`src/rtl/pila_retorno.sv`:
```
// ---------------------------------------------------------------------------------------------
// pila_retorno -- return-address stack for the subroutine call/return path.
//
// A call pushes the return PC and a return pops it. The top entry is presented combinationally
// so the PC mux can consume it in the same cycle as the return instruction. Overflow either
// drops the push (OVF_WRAP=0) or overwrites the oldest entry (OVF_WRAP=1). Sticky ovf/udf
// flags feed err, which halts the processor.
//
// Parameters:
//   WIDTH    return-address width (PC width)
//   DEPTH    number of entries; power of two, at least 2
//   OVF_WRAP 0: push on full is dropped; 1: push on full overwrites the oldest entry
//
// Ports:
//   clk      in   system clock, rising edge
//   reset    in   asynchronous reset, active low
//   push     in   push din this cycle
//   pop      in   pop the top entry this cycle
//   din      in   return address to push
//   dout     out  top entry, 0 when empty
//   empty    out  count == 0
//   full     out  count == DEPTH
//   count    out  number of valid entries
//   ovf      out  sticky overflow flag
//   udf      out  sticky underflow flag
//   clr_err  in   synchronous clear of ovf/udf (a same-cycle error event wins)
//   err      out  ovf | udf
// ---------------------------------------------------------------------------------------------
module pila_retorno #(
   parameter int unsigned WIDTH    = 10,
   parameter int unsigned DEPTH    = 8,
   parameter bit          OVF_WRAP = 1'b0
) (
   input  logic                     clk,
   input  logic                     reset,
   input  logic                     push,
   input  logic                     pop,
   input  logic [WIDTH-1:0]         din,
   output logic [WIDTH-1:0]         dout,
   output logic                     empty,
   output logic                     full,
   output logic [$clog2(DEPTH):0]   count,
   output logic                     ovf,
   output logic                     udf,
   input  logic                     clr_err,
   output logic                     err
);

   localparam int unsigned PW = $clog2(DEPTH);
   localparam int unsigned CW = PW + 1;

   localparam logic [CW-1:0] CNT_FULL = CW'(DEPTH);
   localparam logic [CW-1:0] CNT_ZERO = '0;
   localparam logic [CW-1:0] CNT_ONE  = CW'(1);
   localparam logic [PW-1:0] SP_ONE   = PW'(1);

   // Elaboration-time guard on the geometry: the pointer relies on natural modulo-DEPTH wrap.
   if (DEPTH < 2 || (DEPTH & (DEPTH - 1)) != 0) begin : g_bad_depth
      $error("pila_retorno: DEPTH must be a power of two and at least 2");
   end

   // Request decode
   typedef enum logic [1:0] {
      OpIdle = 2'b00,
      OpPop  = 2'b01,
      OpPush = 2'b10,
      OpBoth = 2'b11
   } op_e;

   // State
   logic [WIDTH-1:0] mem [DEPTH];
   logic [PW-1:0]    sp_q, sp_d;
   logic [CW-1:0]    count_q, count_d;
   logic             ovf_q, ovf_d;
   logic             udf_q, udf_d;

   // Next-state helpers
   op_e              op;
   logic [PW-1:0]    sp_inc;
   logic [PW-1:0]    sp_dec;
   logic             is_empty;
   logic             is_full;
   logic             wr_en;
   logic [PW-1:0]    wr_addr;
   logic             ovf_set;
   logic             udf_set;

   assign op       = op_e'({push, pop});
   assign sp_inc   = sp_q + SP_ONE;
   assign sp_dec   = sp_q - SP_ONE;
   assign is_empty = (count_q == CNT_ZERO);
   assign is_full  = (count_q == CNT_FULL);

   // ------------------------------------------------------------------------------------------
   // Next-state decode; every decision is taken on the registered count.
   // ------------------------------------------------------------------------------------------
   always_comb begin
      sp_d    = sp_q;
      count_d = count_q;
      wr_en   = 1'b0;
      wr_addr = sp_q;
      ovf_set = 1'b0;
      udf_set = 1'b0;

      unique case (op)
         OpIdle: begin
         end

         OpPush: begin
            if (!is_full) begin
               wr_en   = 1'b1;
               wr_addr = sp_q;
               sp_d    = sp_inc;
               count_d = count_q + CNT_ONE;
            end else begin
               ovf_set = 1'b1;
               if (OVF_WRAP) begin
                  // Ring is full, so mem[sp] holds the oldest entry; overwrite it and keep count.
                  wr_en   = 1'b1;
                  wr_addr = sp_q;
                  sp_d    = sp_inc;
               end
            end
         end

         OpPop: begin
            if (!is_empty) begin
               sp_d    = sp_dec;
               count_d = count_q - CNT_ONE;
            end else begin
               udf_set = 1'b1;
            end
         end

         OpBoth: begin
            if (!is_empty) begin
               // Return immediately followed by a call: replace the top in place.
               wr_en   = 1'b1;
               wr_addr = sp_dec;
            end else begin
               // Nothing to pop: the push still happens, the pop is flagged.
               wr_en   = 1'b1;
               wr_addr = sp_q;
               sp_d    = sp_inc;
               count_d = CNT_ONE;
               udf_set = 1'b1;
            end
         end

         default: begin
         end
      endcase
   end

   // Sticky flags: a new event dominates a simultaneous clear.
   always_comb begin
      ovf_d = ovf_q;
      udf_d = udf_q;
      if (clr_err) begin
         ovf_d = 1'b0;
         udf_d = 1'b0;
      end
      if (ovf_set) begin
         ovf_d = 1'b1;
      end
      if (udf_set) begin
         udf_d = 1'b1;
      end
   end

   // ------------------------------------------------------------------------------------------
   // Control state, asynchronously reset
   // ------------------------------------------------------------------------------------------
   always_ff @(posedge clk or negedge reset) begin
      if (!reset) begin
         sp_q    <= '0;
         count_q <= '0;
         ovf_q   <= 1'b0;
         udf_q   <= 1'b0;
      end else begin
         sp_q    <= sp_d;
         count_q <= count_d;
         ovf_q   <= ovf_d;
         udf_q   <= udf_d;
      end
   end

   // Storage is not reset; dout masking keeps stale contents away from the PC mux.
   // Writes are suppressed while reset is held so requests seen in reset have no effect.
   always_ff @(posedge clk) begin
      if (wr_en && reset) begin
         mem[wr_addr] <= din;
      end
   end

   // ------------------------------------------------------------------------------------------
   // Outputs
   // ------------------------------------------------------------------------------------------
   assign dout  = is_empty ? '0 : mem[sp_dec];
   assign empty = is_empty;
   assign full  = is_full;
   assign count = count_q;
   assign ovf   = ovf_q;
   assign udf   = udf_q;
   assign err   = ovf_q | udf_q;

endmodule

```
`config.mk`:
```
export PLATFORM = sky130hd
export DESIGN_NAME = pila_retorno
export DESIGN_NICKNAME = d
export VERILOG_FILES = /design/src/rtl/pila_retorno.sv
export SDC_FILE = /design/constraint.sdc
export NUM_CORES = 1
export LEC_CHECK = 0
export CORE_ASPECT_RATIO = 1.4
export CORE_UTILIZATION = 45
export CTS_CLUSTER_DIAMETER = 120
export DETAILED_ROUTE_END_ITERATION = 10
export SYNTH_ARGS = -nofsm -noshare
export SYNTH_HDL_FRONTEND = slang
export SYNTH_SLANG_ARGS = --single-unit
```
`constraint.sdc`:
```
create_clock -name clk -period 5.5 [get_ports clk]
set_clock_uncertainty 0.1 [all_clocks]
set_input_delay 1.1 -clock clk [delete_from_list [all_inputs] [get_ports clk]]
set_output_delay 1.1 -clock clk [all_outputs]
set_load 0.01 [all_outputs]
```
==> results.txt <==
P_leak: 1.53 nW
Clock Latency Late Sink: 330 ps
IO buf count: 33
First-pass GRT wire length: 12000 um
Area grow syn2layout: 17.7%
Antenna violations before repair: 0
Largest cells by area after synthesis: edfxtp_1, mux4_2, dfrtp_1
Drt first pass iters: 4
Outcome: complete, no violations
Syn Nets: 262
CTS buffer count: 9
Std cell rows: 39
Setup tns final: 0 ps
Number of post-CTS setup repair buffers: 0
CTS resizes: 0
# setup viols final: 0
Count leader, synth: edfxtp_1
Final ANT Viol Nets: 0
Total congestion overflow: 0
Number of synthesis warnings: 0
Post-Syn Area: 3870 um2
Yosys reg bits: 89
Netlist cell types: 39
Critical Path AT: 3140 ps
Post-synth ARST share: 0.101
WS Path Type: reg -> out
Max Slew Vio Count: 0
RePlAce Congestion: 0.844
Syn Area/Cell: 15.9 um2
Largest net degree at the start of global routing: 25
Vias in the first global route: 2282
Die Y: 112 um
All-Layer GR Usage: 0.191
Worst Path Max Fanout: 24
H-tree depth: 3
Sequential element share of the synthesized area: 0.680
Critical Path RT: 4300 ps
Final core occ: 0.552
DRC viols: 0
Max IR drop VDD: 0.293 mV
WL/cell: 20.2 um
Max clock buf depth: 2
Worst slew pin tran: 1020 ps
EDFF count, synth: 80
N_diodes: 0
Hold Fails Final Rpt: 0
Via Count: 2141
Num Clock Sinks: 89
Slew margin rel.: 0.319
Hold Crit Class: reg -> reg
Post-synth top flop: edfxtp_1
Initial drt markers: 151
Yosys top cell by area: edfxtp_1
# hold bufs at CTS: 0
Layout cells sized above 1: 0.150
Top-Level Pins: 34
Post-Route WL: 7720 um
Crit share post-route: 0.789
Post-DP HPWL: 4970 um
Synth Instances: 243
Die W: 80.3 um
Fmax: 230 MHz
CP endpoint kind: output port
Max-cap check violation count: 0
Vias per Instance: 5.60
Yosys top cell area share: 0.621
PwrDens: 576 nW/um2
Startpoint types: register
Unrepaired setup endpoints after global routing: no
CTS tree: done
Top cells by count, synth: edfxtp_1, nand2_1, mux4_2, a21oi_1, nor2_1
Die area: 8970 um2
Clock root buffer: clkbuf_16
Final #Nets: 294
Worst hold slack: 450 ps
Crit path time final: 4340 ps
Clk slew on worst S/H paths: 60 ps
Core ar.: 8250 um2
Initial Utilization: 0.469
-- layer usage --
layer	part of all wire	track usage
met4	0.029	0.0857
met1	0.39	0.218
met2	0.55	0.334
met3	0.030	0.0467
met5	0	0
-- stage by stage --
| step | cells | total power [mW] | area, um2 | worst slack [ps] |
|---|---|---|---|---|
| final | 382 | 2.62 | 4550 | 1160 |
| after global routing | 382 | 2.77 | 4550 | 972 |
| after CTS | 382 | 2.66 | 4550 | 1110 |
| after detailed placement | 366 | 2.06 | 4260 | 1440 |
| after global placement | 366 | 2.06 | 4260 | 1430 |
| after floorplan | 243 | 1.63 | 3870 | 2190 |
-- layout by cell type, fill, tap and decap left out, types with 2 or more instances in the layout --
master / netlist / final
edfxtp_1: 80 / 80
clkdlybuf4s50_1: 0 / 33
nand2_1: 25 / 25
mux4_2: 20 / 20
a21oi_1: 17 / 17
nor2_1: 13 / 13
clkbuf_16: 0 / 9
dfrtp_1: 9 / 9
inv_1: 8 / 8
nand2b_1: 5 / 5
a31oi_1: 5 / 5
xnor2_1: 5 / 5
nand3_1: 4 / 4
a211oi_1: 4 / 4
ha_1: 4 / 4
o22ai_1: 3 / 3
and2_1: 2 / 2
a211o_1: 2 / 2
nor3_1: 2 / 2
o21a_1: 2 / 2
o21ai_1: 2 / 2
nand4_1: 2 / 2
clkbuf_1: 5 / 2
clkinv_2: 0 / 2
-- state kept, by name, summed over array words and instances (netlist names) --
signal  flops
mem        80
sp_q        3
count       4
ovf         1
udf         1
-- report_power, final --
part	switching (mW)	total, mW	internal, mW	leakage [nW]
Clock	0.234	0.596	0.361	0.144
Combinational	0.578	1.14	0.565	0.554
Sequential	0.0576	0.883	0.825	0.833
-- kinds of logic after synthesis --
kind of cell / share of synthesized area
AOI/OAI and AO/OA: 0.0744
xor gates and xnor gates: 0.0113
adders and majority gates: 0.0129
buffers and inverters: 0.0295
DFF: 0.680
muxes: 0.122
and+or+nand+nor: 0.0699
-- layout make-up --
cell class | instances | area (um2)
repair buffers | 34 | 338
well taps | 102 | 128
clock inverters | 4 | 43.8
clock buffers | 12 | 246
flip-flops and latches | 89 | 2630
fillers | 669 | 3700
inverters | 10 | 42.5
multi-input cells | 131 | 1120
-- critical path: stages (launching register included) --
cell and delay, ps:
dfrtp_1 450, inv_1 130, ha_1 980, mux4_2 360, nand2_1 60, a21oi_1 250, clkdlybuf4s50_1 570
-- path summary, 6_finish.rpt --
path	start	endpoint	slack [ps]	cells after the start
max	sp_q[1]$_DFFE_PN0P_	dout[2]	1160	6
min reg2reg	udf$_DFFE_PN0P_	udf$_DFFE_PN0P_	450	2
max reg2reg	sp_q[1]$_DFFE_PN0P_	mem[5][6]$_DFFE_PP_	2060	6
min in group asynchronous	reset	udf$_DFFE_PN0P_	1000	1
max in group asynchronous	reset	count[3]$_DFFE_PN0P_	3970	1
min	udf$_DFFE_PN0P_	udf$_DFFE_PN0P_	450	2
Power figures use the tool's default switching activity.
